## src/rtl/rv_pkg.sv

```systemverilog
// Shared encodings for the RV32I multi-cycle controller:
// opcodes, ALU ops, datapath selects, FSM states, control bundle.
package rv_pkg;

    localparam logic [6:0] OP_LUI    = 7'b0110111;
    localparam logic [6:0] OP_AUIPC  = 7'b0010111;
    localparam logic [6:0] OP_JAL    = 7'b1101111;
    localparam logic [6:0] OP_JALR   = 7'b1100111;
    localparam logic [6:0] OP_BRANCH = 7'b1100011;
    localparam logic [6:0] OP_LOAD   = 7'b0000011;
    localparam logic [6:0] OP_STORE  = 7'b0100011;
    localparam logic [6:0] OP_IMM    = 7'b0010011;
    localparam logic [6:0] OP_REG    = 7'b0110011;
    localparam logic [6:0] OP_FENCE  = 7'b0001111;
    localparam logic [6:0] OP_SYSTEM = 7'b1110011;

    localparam logic [3:0] ALU_ADD  = 4'd1;
    localparam logic [3:0] ALU_SUB  = 4'd2;
    localparam logic [3:0] ALU_AND  = 4'd3;
    localparam logic [3:0] ALU_OR   = 4'd4;
    localparam logic [3:0] ALU_XOR  = 4'd5;
    localparam logic [3:0] ALU_SLL  = 4'd6;
    localparam logic [3:0] ALU_SRL  = 4'd7;
    localparam logic [3:0] ALU_SRA  = 4'd8;
    localparam logic [3:0] ALU_SLT  = 4'd9;
    localparam logic [3:0] ALU_SLTU = 4'd10;

    localparam logic [1:0] A_PC    = 2'd0;
    localparam logic [1:0] A_OLDPC = 2'd1;
    localparam logic [1:0] A_RS1   = 2'd2;

    localparam logic [1:0] B_RS2  = 2'd0;
    localparam logic [1:0] B_IMM  = 2'd1;
    localparam logic [1:0] B_FOUR = 2'd2;

    localparam logic [1:0] WB_ALUOUT = 2'd0;
    localparam logic [1:0] WB_MDR    = 2'd1;
    localparam logic [1:0] WB_IMM    = 2'd2;
    localparam logic [1:0] WB_PC     = 2'd3;

    localparam logic PC_ALU    = 1'b0;
    localparam logic PC_ALUOUT = 1'b1;

    localparam logic [2:0] S_FETCH  = 3'd0;
    localparam logic [2:0] S_DECODE = 3'd1;
    localparam logic [2:0] S_EXEC   = 3'd2;
    localparam logic [2:0] S_MEM    = 3'd3;
    localparam logic [2:0] S_WB     = 3'd4;
    localparam logic [2:0] S_TRAP   = 3'd5;

    typedef enum logic [1:0] {
        CL_ADD,
        CL_REG,
        CL_IMM,
        CL_BRANCH
    } opclass_t;

    typedef struct packed {
        logic [3:0] alu_src;
        logic [1:0] alu_a_sel;
        logic [1:0] alu_b_sel;
        logic       pc_write;
        logic       pc_sel;
        logic       opc_write;
        logic       ir_write;
        logic       mem_req;
        logic       mem_we;
        logic       mem_addr_sel;
        logic       mdr_write;
        logic       reg_write;
        logic [1:0] wb_sel;
    } ctrl_t;

    function automatic logic [3:0] alu_from_f3(
        input logic [2:0] f3,
        input logic       alt
    );
        logic [3:0] op;
        case (f3)
            3'b000:  op = alt ? ALU_SUB : ALU_ADD;
            3'b001:  op = ALU_SLL;
            3'b010:  op = ALU_SLT;
            3'b011:  op = ALU_SLTU;
            3'b100:  op = ALU_XOR;
            3'b101:  op = alt ? ALU_SRA : ALU_SRL;
            3'b110:  op = ALU_OR;
            default: op = ALU_AND;
        endcase
        return op;
    endfunction

endpackage

```

## src/rtl/rv_mc_ctrl_if.sv

```systemverilog
// Controller <-> datapath bundle: IR, memory ready, branch flags
// in; ALU op, selects and write enables out.
interface rv_mc_ctrl_if;

    logic [31:0] instr;
    logic        mem_ready;
    logic        br_eq;
    logic        br_lt;
    logic        br_ltu;
    logic [3:0]  alu_src;
    logic [1:0]  alu_a_sel;
    logic [1:0]  alu_b_sel;
    logic        pc_write;
    logic        pc_sel;
    logic        opc_write;
    logic        ir_write;
    logic        mem_req;
    logic        mem_we;
    logic        mem_addr_sel;
    logic        mdr_write;
    logic        reg_write;
    logic [1:0]  wb_sel;
    logic        illegal;

    modport master (
        input  instr, mem_ready, br_eq, br_lt, br_ltu,
        output alu_src, alu_a_sel, alu_b_sel,
        output pc_write, pc_sel, opc_write, ir_write,
        output mem_req, mem_we, mem_addr_sel, mdr_write,
        output reg_write, wb_sel, illegal
    );

    modport slave (
        output instr, mem_ready, br_eq, br_lt, br_ltu,
        input  alu_src, alu_a_sel, alu_b_sel,
        input  pc_write, pc_sel, opc_write, ir_write,
        input  mem_req, mem_we, mem_addr_sel, mdr_write,
        input  reg_write, wb_sel, illegal
    );

endinterface

```

## src/rtl/rv_alu_decoder.sv

```systemverilog
// Maps opcode class, funct3 and funct7 to an ALU op and flags
// encodings that RV32I leaves reserved.
module rv_alu_decoder
    import rv_pkg::*;
(
    input  opclass_t   cls,
    input  logic [2:0] funct3,
    input  logic [6:0] funct7,
    output logic [3:0] alu_op,
    output logic       reserved
);

    logic f7_ok;
    logic shift;

    assign f7_ok = (funct7 == 7'b0000000) || (funct7 == 7'b0100000);
    assign shift = (funct3 == 3'b001) || (funct3 == 3'b101);

    // Per-class op selection; the alternate bit only matters where defined
    always_comb begin
        alu_op   = ALU_ADD;
        reserved = 1'b0;
        unique case (1'b1)
            (cls == CL_REG): begin
                alu_op   = alu_from_f3(funct3, funct7[5]);
                reserved = !f7_ok ||
                           (funct7[5] && (funct3 != 3'b000) &&
                            (funct3 != 3'b101));
            end
            (cls == CL_IMM): begin
                alu_op   = alu_from_f3(funct3,
                                       (funct3 == 3'b101) && funct7[5]);
                reserved = shift && !f7_ok;
            end
            (cls == CL_BRANCH): begin
                alu_op   = ALU_SUB;
                reserved = (funct3 == 3'b010) || (funct3 == 3'b011);
            end
            default: begin
                alu_op   = ALU_ADD;
                reserved = 1'b0;
            end
        endcase
    end

endmodule

```

## src/rtl/rv_mc_ctrl.sv

```systemverilog
// Multi-cycle RV32I control FSM: sequences fetch, decode, execute,
// memory and writeback, and drives the ALU op and operand selects.
module rv_mc_ctrl
    import rv_pkg::*;
#(
    parameter bit ENABLE_FENCE   = 1'b1,
    parameter bit TRAP_ON_SYSTEM = 1'b1
) (
    input logic           clk,
    input logic           rst_n,
    rv_mc_ctrl_if.master  bus
);

    logic [2:0] state;
    logic [2:0] nxt;
    logic       illegal_q;
    ctrl_t      c;
    ctrl_t      g;

    logic [6:0] opcode;
    logic [2:0] funct3;
    logic [6:0] funct7;
    opclass_t   cls;
    logic [3:0] dec_op;
    logic       reserved;
    logic       legal;
    logic       taken;

    logic is_lui, is_auipc, is_jal, is_jalr, is_branch;
    logic is_load, is_store, is_imm, is_reg, is_fence, is_system;

    wire unused_instr = ^{bus.instr[24:15], bus.instr[11:7]};

    assign opcode = bus.instr[6:0];
    assign funct3 = bus.instr[14:12];
    assign funct7 = bus.instr[31:25];

    assign is_lui    = opcode == OP_LUI;
    assign is_auipc  = opcode == OP_AUIPC;
    assign is_jal    = opcode == OP_JAL;
    assign is_jalr   = opcode == OP_JALR;
    assign is_branch = opcode == OP_BRANCH;
    assign is_load   = opcode == OP_LOAD;
    assign is_store  = opcode == OP_STORE;
    assign is_imm    = opcode == OP_IMM;
    assign is_reg    = opcode == OP_REG;
    assign is_fence  = opcode == OP_FENCE;
    assign is_system = opcode == OP_SYSTEM;

    assign legal = is_lui | is_auipc | is_jal | is_jalr | is_branch |
                   is_load | is_store | is_imm | is_reg | is_system |
                   (is_fence & ENABLE_FENCE);

    // Opcode class feeding the ALU decoder
    always_comb begin
        cls = CL_ADD;
        unique case (1'b1)
            is_reg:    cls = CL_REG;
            is_imm:    cls = CL_IMM;
            is_branch: cls = CL_BRANCH;
            default:   cls = CL_ADD;
        endcase
    end

    rv_alu_decoder u_dec (
        .cls      (cls),
        .funct3   (funct3),
        .funct7   (funct7),
        .alu_op   (dec_op),
        .reserved (reserved)
    );

    // Branch condition from funct3 and the ALU comparison flags
    always_comb begin
        taken = 1'b0;
        case (funct3)
            3'b000:  taken = bus.br_eq;
            3'b001:  taken = !bus.br_eq;
            3'b100:  taken = bus.br_lt;
            3'b101:  taken = !bus.br_lt;
            3'b110:  taken = bus.br_ltu;
            3'b111:  taken = !bus.br_ltu;
            default: taken = 1'b0;
        endcase
    end

    // Control outputs and next state for the current state
    always_comb begin
        c   = '0;
        nxt = state;
        case (state)
            S_FETCH: begin
                c.mem_req   = 1'b1;
                c.alu_a_sel = A_PC;
                c.alu_b_sel = B_FOUR;
                c.alu_src   = ALU_ADD;
                if (bus.mem_ready) begin
                    c.ir_write  = 1'b1;
                    c.opc_write = 1'b1;
                    c.pc_write  = 1'b1;
                    c.pc_sel    = PC_ALU;
                    nxt         = S_DECODE;
                end
            end
            S_DECODE: begin
                c.alu_a_sel = A_OLDPC;
                c.alu_b_sel = B_IMM;
                c.alu_src   = ALU_ADD;
                if (!legal || reserved)
                    nxt = S_TRAP;
                else if (is_system && TRAP_ON_SYSTEM)
                    nxt = S_TRAP;
                else
                    nxt = S_EXEC;
            end
            S_EXEC: begin
                c.alu_src   = dec_op;
                c.alu_a_sel = A_OLDPC;
                c.alu_b_sel = B_IMM;
                nxt         = S_FETCH;
                unique case (1'b1)
                    is_reg: begin
                        c.alu_a_sel = A_RS1;
                        c.alu_b_sel = B_RS2;
                        nxt         = S_WB;
                    end
                    is_imm: begin
                        c.alu_a_sel = A_RS1;
                        nxt         = S_WB;
                    end
                    (is_load || is_store): begin
                        c.alu_a_sel = A_RS1;
                        nxt         = S_MEM;
                    end
                    is_branch: begin
                        c.alu_a_sel = A_RS1;
                        c.alu_b_sel = B_RS2;
                        c.pc_write  = taken;
                        c.pc_sel    = PC_ALUOUT;
                    end
                    is_jal: begin
                        c.reg_write = 1'b1;
                        c.wb_sel    = WB_PC;
                        c.pc_write  = 1'b1;
                        c.pc_sel    = PC_ALUOUT;
                    end
                    is_jalr: begin
                        c.alu_a_sel = A_RS1;
                        c.reg_write = 1'b1;
                        c.wb_sel    = WB_PC;
                        c.pc_write  = 1'b1;
                        c.pc_sel    = PC_ALU;
                    end
                    is_lui: begin
                        c.reg_write = 1'b1;
                        c.wb_sel    = WB_IMM;
                    end
                    is_auipc: begin
                        c.reg_write = 1'b1;
                        c.wb_sel    = WB_ALUOUT;
                    end
                    default: nxt = S_FETCH;
                endcase
            end
            S_MEM: begin
                c.alu_src      = ALU_ADD;
                c.alu_a_sel    = A_RS1;
                c.alu_b_sel    = B_IMM;
                c.mem_req      = 1'b1;
                c.mem_addr_sel = 1'b1;
                c.mem_we       = is_store;
                if (bus.mem_ready) begin
                    c.mdr_write = is_load;
                    nxt         = is_load ? S_WB : S_FETCH;
                end
            end
            S_WB: begin
                c.alu_src   = dec_op;
                c.alu_a_sel = A_RS1;
                c.alu_b_sel = is_reg ? B_RS2 : B_IMM;
                c.reg_write = 1'b1;
                c.wb_sel    = is_load ? WB_MDR : WB_ALUOUT;
                nxt         = S_FETCH;
            end
            S_TRAP: begin
                nxt = S_TRAP;
            end
            default: nxt = S_FETCH;
        endcase
    end

    // State and sticky illegal flag
    always_ff @(posedge clk or negedge rst_n) begin
        if (!rst_n) begin
            state     <= S_FETCH;
            illegal_q <= 1'b0;
        end else begin
            state <= nxt;
            if (state == S_DECODE && nxt == S_TRAP)
                illegal_q <= 1'b1;
        end
    end

    assign g = rst_n ? c : '0;

    assign bus.alu_src      = g.alu_src;
    assign bus.alu_a_sel    = g.alu_a_sel;
    assign bus.alu_b_sel    = g.alu_b_sel;
    assign bus.pc_write     = g.pc_write;
    assign bus.pc_sel       = g.pc_sel;
    assign bus.opc_write    = g.opc_write;
    assign bus.ir_write     = g.ir_write;
    assign bus.mem_req      = g.mem_req;
    assign bus.mem_we       = g.mem_we;
    assign bus.mem_addr_sel = g.mem_addr_sel;
    assign bus.mdr_write    = g.mdr_write;
    assign bus.reg_write    = g.reg_write;
    assign bus.wb_sel       = g.wb_sel;
    assign bus.illegal      = rst_n & illegal_q;

endmodule

```

## src/flat_wrapper.sv

```systemverilog
// flat-port wrapper written by rule: the top's interface ports become plain ports
module rv_mc_ctrl_flat import rv_pkg::*;
#(
    parameter bit ENABLE_FENCE   = 1'b1,
    parameter bit TRAP_ON_SYSTEM = 1'b1
)
  (clk, rst_n, bus_instr, bus_mem_ready, bus_br_eq, bus_br_lt, bus_br_ltu, bus_alu_src, bus_alu_a_sel, bus_alu_b_sel, bus_pc_write, bus_pc_sel, bus_opc_write, bus_ir_write, bus_mem_req, bus_mem_we, bus_mem_addr_sel, bus_mdr_write, bus_reg_write, bus_wb_sel, bus_illegal);
  rv_mc_ctrl_if bus_i ();
  input logic clk;
  input logic rst_n;
  input wire logic [$bits(bus_i.instr)-1:0] bus_instr;
  input wire logic [$bits(bus_i.mem_ready)-1:0] bus_mem_ready;
  input wire logic [$bits(bus_i.br_eq)-1:0] bus_br_eq;
  input wire logic [$bits(bus_i.br_lt)-1:0] bus_br_lt;
  input wire logic [$bits(bus_i.br_ltu)-1:0] bus_br_ltu;
  output wire logic [$bits(bus_i.alu_src)-1:0] bus_alu_src;
  output wire logic [$bits(bus_i.alu_a_sel)-1:0] bus_alu_a_sel;
  output wire logic [$bits(bus_i.alu_b_sel)-1:0] bus_alu_b_sel;
  output wire logic [$bits(bus_i.pc_write)-1:0] bus_pc_write;
  output wire logic [$bits(bus_i.pc_sel)-1:0] bus_pc_sel;
  output wire logic [$bits(bus_i.opc_write)-1:0] bus_opc_write;
  output wire logic [$bits(bus_i.ir_write)-1:0] bus_ir_write;
  output wire logic [$bits(bus_i.mem_req)-1:0] bus_mem_req;
  output wire logic [$bits(bus_i.mem_we)-1:0] bus_mem_we;
  output wire logic [$bits(bus_i.mem_addr_sel)-1:0] bus_mem_addr_sel;
  output wire logic [$bits(bus_i.mdr_write)-1:0] bus_mdr_write;
  output wire logic [$bits(bus_i.reg_write)-1:0] bus_reg_write;
  output wire logic [$bits(bus_i.wb_sel)-1:0] bus_wb_sel;
  output wire logic [$bits(bus_i.illegal)-1:0] bus_illegal;
  assign bus_i.instr = bus_instr;
  assign bus_i.mem_ready = bus_mem_ready;
  assign bus_i.br_eq = bus_br_eq;
  assign bus_i.br_lt = bus_br_lt;
  assign bus_i.br_ltu = bus_br_ltu;
  assign bus_alu_src = bus_i.alu_src;
  assign bus_alu_a_sel = bus_i.alu_a_sel;
  assign bus_alu_b_sel = bus_i.alu_b_sel;
  assign bus_pc_write = bus_i.pc_write;
  assign bus_pc_sel = bus_i.pc_sel;
  assign bus_opc_write = bus_i.opc_write;
  assign bus_ir_write = bus_i.ir_write;
  assign bus_mem_req = bus_i.mem_req;
  assign bus_mem_we = bus_i.mem_we;
  assign bus_mem_addr_sel = bus_i.mem_addr_sel;
  assign bus_mdr_write = bus_i.mdr_write;
  assign bus_reg_write = bus_i.reg_write;
  assign bus_wb_sel = bus_i.wb_sel;
  assign bus_illegal = bus_i.illegal;
  rv_mc_ctrl #(.ENABLE_FENCE(ENABLE_FENCE), .TRAP_ON_SYSTEM(TRAP_ON_SYSTEM)) u_core (.clk(clk), .rst_n(rst_n), .bus(bus_i));
endmodule
```

## config.mk

```make
export PLATFORM = sky130hd
export DESIGN_NAME = rv_mc_ctrl_flat
export DESIGN_NICKNAME = d
export VERILOG_FILES = /design/src/rtl/rv_pkg.sv /design/src/rtl/rv_mc_ctrl_if.sv /design/src/rtl/rv_alu_decoder.sv /design/src/rtl/rv_mc_ctrl.sv /design/src/flat_wrapper.sv
export SDC_FILE = /design/constraint.sdc
export NUM_CORES = 1
export LEC_CHECK = 0
export CORE_MARGIN = 4
export CORE_UTILIZATION = 35
export CTS_BUF_LIST = sky130_fd_sc_hd__clkbuf_8
export CTS_CLUSTER_DIAMETER = 40
export CTS_CLUSTER_SIZE = 12
export DETAILED_ROUTE_END_ITERATION = 7
export HOLD_SLACK_MARGIN = 0.1
export PLACE_DENSITY = 0.81
export SKIP_LAST_GASP = 1
export SYNTH_ARGS = -nofsm -noshare
export SYNTH_HDL_FRONTEND = slang
export SYNTH_HIERARCHICAL = 1
export SYNTH_SLANG_ARGS = --single-unit
export TNS_END_PERCENT = 20
```

## constraint.sdc

```tcl
create_clock -name clk -period 3.7 [get_ports clk]
set_input_delay 0.74 -clock clk [delete_from_list [all_inputs] [get_ports clk]]
set_output_delay 0.74 -clock clk [all_outputs]
set_load 0.01 [all_outputs]
```

# == After elaboration in Yosys (flattened, before gate mapping) ==
# Cells that the tools add are included.
# classes
n_eq_ne,29
bitwise_logic,11
mux,32
reduce_logical,25
# op_table
operator,count
case mux 4 bit (7 select lines),2
case mux 8 bit (5 select lines),1
equality test 7 x 6 -> 1 bit (second input constant),4
equality test 7 bit (second input constant),4
equality test 3 bit (second input constant),7
two-way mux 19 bit,1
two-way mux 3 bit,6
case mux 3 bit (5 select lines),1
equality test 7 x 5 -> 1 bit (second input constant),2
equality test 3 x 2 -> 1 bit (second input constant),4
two-way mux 4 bit,3
case mux 2 bit (3 select lines),2
case mux 3 bit (2 select lines),2
case mux 4 bit (3 select lines),1
OR 1 bit,10
case mux 3 bit (3 select lines),1
two-way mux 2 bit,4
OR reduction 2 bit,4
equality test 7 x 2 -> 1 bit (second input constant),1
equality test 7 x 4 -> 1 bit (second input constant),1
zero test 7 bit,1
equality test 3 x 1 -> 1 bit (second input constant),2
zero test 3 bit,2
logical OR 1 bit,6
12 further kinds,25
# word_totals
regBits,4
inputBits,38
out_inout_bits,20

# == Logic depth before layout (Yosys ltp) ==
# logic_depth
ltp_word,17
depth_mapped,10
depth_no_buf,9

# == Cells and area by module ==
# Netlist, hierarchy kept.
# modules_own_cells
module,seq_area_each_um2,area_per_inst_um2,cells_each,n_inst
rv_mc_ctrl,100.1,804.5,104,1
rv_alu_decoder,0.0,188.9,27,1

# == Worst setup path before layout ==
# Ideal clock, no wire load.
# synth_path
kind,input to output
from,input port bus_instr[4]
to,output port bus_alu_src[0]
required_ns,2.960
setup_slack_ns,0.023
cell_stages,9
n_path_buf,1
arrival_ns,2.937
path_cell_list,buf_6 > nand3b_1 > a2111oi_0 > nor2_1 > a311oi_1 > a21oi_1 > nand2b_1 > a21oi_1 > o21a_1
# synth_via
elab_chain_len,6
elab_cells_between_ends,10
# synth_lines
element,line_no,text
start: declaration,flat_wrapper.sv:11,input wire logic [$bits(bus_i.instr)-1:0] bus_instr;
"equality test 7 bit, or another cell as far along",rv_mc_ctrl.sv:42,assign is_branch = opcode == OP_BRANCH;
case mux 2 bit (3 select lines) (*),rv_mc_ctrl.sv:57,unique case (1'b1)
named net u_core.cls[1],rv_mc_ctrl.sv:23,opclass_t cls;
"equality test 2 bit, or another cell as far along",rv_alu_decoder.sv:35,(cls == CL_BRANCH): begin
case mux 4 bit (3 select lines) (*),rv_alu_decoder.sv:23,unique case (1'b1)
named net u_core.dec_op[0],rv_mc_ctrl.sv:24,logic [3:0] dec_op;
case mux 8 bit (5 select lines) (*),rv_mc_ctrl.sv:91,case (state)
two-way mux 19 bit (*),rv_mc_ctrl.sv:204,assign g = rst_n ? c : '0;
end: declaration,flat_wrapper.sv:16,output wire logic [$bits(bus_i.alu_src)-1:0] bus_alu_src;
# Mark *: on every way through the listed nets, which the timed path passes. The rest lies on a longest branch.

# == Final worst setup path ==
# layout_path
from,input port bus_instr[4]
to,output port bus_alu_src[3]
# The elaborated chain is that of the path after synthesis.

==> results.md <==
* Run status: finished, violations left
* Violated checks: negative setup slack
* Quantity of hold-fixing buffers added after cts at 0
* Critical path's slowest cell: clkdlybuf4s50_1
* Worst min-delay path class: flop to flop
* Critical path, cell by cell: clkdlybuf4s50_1, nand3b_1, a2111oi_4, buf_4, buf_4, xnor2_1, a21oi_1, and2_1, clkdlybuf4s50_1
* Core region area at roughly 2700 um^2
* Total die area at 3750 um^2
* Clock latency at the later pin of the worst-skew pair at roughly 0.21 ns
* Fraction of final layout cells with drive strength greater than 1 at 0.189
* Proportion of synthesized chip area in sequential cells at 0.101
* Synth cell types at 54
* Routed metal-1 wirelength at ~1300 um
* Sequential cell area at about 100 um^2
* CTS Buffer Depth at 2
* Synthesized netlist net count at roughly 170
* Final wirelength at 2940 um
* Root buffer cell: clkbuf_8
* Total standard cell area after synthesis at 993 um^2
* Total design power at 0.532 mW
* Total count of hold-check failures in the final report at 0
* Met2 wire length at 1450 um
* Number of buffers inserted by port buffering at 42
* Reported max-cap violation count at 0
* CP arrival at 2.97 ns
* Register bit total from synthesis at 4
* Routed wire length per instance at 13.6 um
* Floorplan die width at between 60 and 70 um
* Count of final setup violators at 1
* Clock-pin slew reported for the worst setup and hold paths after clock tree synthesis at 0.03 ns
* Layout Area Growth over Synthesis at 58.9%
* Worst setup timing slack at the placement stage at -0.286 ns
* Achievable Freq at about 270 MHz
* CP Capture Type: primary output
* Final critical path time including I/O delays and setup at 3.71 ns
* Fill cells at 259
* Setup repair after global routing missed its margin: true
* Count of antenna-violating nets left after detailed routing at 0
* Overall Global Routing Usage at 0.159
* Yosys warnings at 6
* Final Wtd Congestion at ~0.85
* # IOs at 58
* Crit Path Category: primary input to primary output
* Initial antenna violation count at 0
* Mean instance size in the synthesized netlist at 7.58 um^2
* Metal3 WL at between 100 and 150 um
* Number of global-route vias before repair at 1,097
* Core Util, Final at 0.578
* Remaining max-slew budget at the tightest pin at 0.704
* CP Max Fanout at 3
* TritonCTS clock tree: built
* Clk sink count at 4
* CP Launch Type: primary input
* Initial core utilization at 0.363
* Period utilisation layout at 1.00
* First-pass GRT wire length at 4660 um
* Area occupied by multi-input gates at 812 um^2
* Power per cell area at 337 nW/um^2
* Min setup slack post-route at -0.0113 ns
* Initial DRC Count at 26
* CTS buffer count at 3
* Top routing layer used: met4
* Number of rows created at floorplan at 19
* Number of nets in the layout at 225
* DR vias/cell at 5.56
* Vertical die dimension at 61.3 um
* Final number of max-transition violations at 0
* Count of antenna diodes in the layout at 0
* Total vias in the final route at about 1,200
* Grt total ovfl at 0
* Maximum number of pins on one net before global-route repair at 18
* Crit-path max cell delay at around 0.53 ns
* H-tree depth reported by CTS at 1
* Slew at the pin closest to its max-slew limit at about 0.44 ns
* Req. time, crit path at 2.96 ns
* Fin Hold WS at 0.453 ns
* Detailed Routing Iterations Pass 1 at 4
* Sum of negative setup slack at -0.0113 ns
* Max rail drop VDD at 0.402 mV
* Setup Skew at 0.00112 ns
* Static leakage power at 0.615 nW
* Post-synthesis instance total at 131
* Post-route DRC violation count at 0
* Detailed-placement wirelength estimate at approximately 2300 um
cells by family (layout without fill, tap and decap cells):
group                     after synthesis  after routing  synth area share
and+or+nand+nor                        65             65             0.414
muxes                                   2              2            0.0202
xor gates and xnor gates                6              6            0.0529
AOI/OAI and AO/OA                      39             39             0.311
DFF                                     4              4             0.101
buffers and inverters                  15             69             0.101
per-layer routing:
layer  vias to the layer above  track usage
met3                         4       0.0231
li1                        598            -
met4                         0       0.0681
met2                        33        0.249
met1                       565        0.217
met5                         -            0
state kept, by name (all words and copies together), names as in the netlist:
register and cells:
u_core/state 3, u_core/illegal_q 1
stage by stage:
step                      instance area, um^2  std cells
after floorplan                           993        131
after global placement                   1500        210
after detailed placement                 1500        210
after CTS                                1560        214
after global routing                     1580        216
final                                    1580        216
cells in the final DEF, fill, tap and decap left out, types with 2 or more instances in the layout:
cell type	instances
nand3_1	2
and2_1	4
buf_4	20
nor2b_1	5
nor4_1	2
inv_1	4
o211ai_1	2
a31oi_1	2
a21oi_1	7
nand2_1	6
clkdlybuf4s50_1	40
o21ai_0	3
mux2i_1	2
clkbuf_8	3
nor2_1	15
a21o_1	3
o21bai_1	2
o21a_1	4
and4_1	2
nor3_1	3
dfrtp_1	4
o31ai_1	2
xor2_1	5
nand2b_1	9
nand3b_1	3
or4_1	2
final timing paths:
path,from,endpoint,slack [ns],cells after the start
worst min-delay path,u_core/illegal_q,u_core/illegal_q,0.45,2
worst min register to register,u_core/illegal_q,u_core/illegal_q,0.45,2
max in group asynchronous,rst_n,u_core/state[1],2.62,2
worst max register to register,u_core/state[1],u_core/state[1],2.23,3
min in group asynchronous,rst_n,u_core/illegal_q,0.97,2
worst max-delay path,bus_instr[4],bus_alu_src[3],-0.01,9
worst max-delay path: cells and delay by family:
family / cells / cell delay [ns]
buffers and inverters: 4 / 1.27
AO/OA/AOI/OAI: 2 / 0.53
XOR/XNOR: 1 / 0.08
AND/OR/NAND/NOR: 2 / 0.36
layout make-up:
| type | instances | share of cell area |
|---|---|---|
| multi-input combinational | 112 | 0.514 |
| inverter | 4 | 0.00951 |
| sequential | 4 | 0.0634 |
| timing repair buffer | 62 | 0.362 |
| tap | 31 | 0.0246 |
| clock buffer | 3 | 0.0261 |
synthesized netlist by cell type, drive strengths merged:
master / count / share of area
and4: 2 / 0.018
nand3: 2 / 0.010
and3: 1 / 0.0063
a21o: 3 / 0.023
buf: 9 / 0.078
xnor2: 1 / 0.0088
nor3: 3 / 0.015
o22ai: 1 / 0.0063
a32o: 1 / 0.010
nor2b: 5 / 0.031
o32ai: 1 / 0.016
a21boi: 1 / 0.0076
a211oi: 1 / 0.0076
nand2b: 9 / 0.057
clkbuf: 2 / 0.0076
nor4: 3 / 0.025
and3b: 1 / 0.0088
a221oi: 1 / 0.026
o21bai: 2 / 0.015
dfrtp: 4 / 0.10
o21ai: 4 / 0.020
a31oi: 2 / 0.013
mux2i: 2 / 0.020
xor2: 5 / 0.044
nand2: 7 / 0.029
a21oi: 7 / 0.035
and4bb: 2 / 0.029
a22oi: 1 / 0.0076
a211o: 1 / 0.0088
nor2: 15 / 0.057
or2: 1 / 0.0063
inv: 4 / 0.015
nand3b: 3 / 0.023
nand4: 1 / 0.0063
a311oi: 1 / 0.0088
o21a: 5 / 0.045
o41ai: 1 / 0.0088
o31ai: 3 / 0.028
a2111oi: 1 / 0.0088
nand4b: 1 / 0.0088
and2: 4 / 0.025
nor4b: 2 / 0.033
o211ai: 2 / 0.015
or4: 3 / 0.026
where the power goes:
part,internal (mW),switching [mW]
clock network,0.0691,0.0203
registers,0.0601,0.0581
logic,0.175,0.150
total,0.304,0.228
what timing repair did:
item / in CTS / in global routing
endpoints found under the setup margin: 4 / 4
endpoints found under the hold margin: 0 / 0
gates resized for setup: 3 / 1
pin swaps: 2 / 1
buffers inserted: 1 / 2
(Power assumes the default switching activity.)
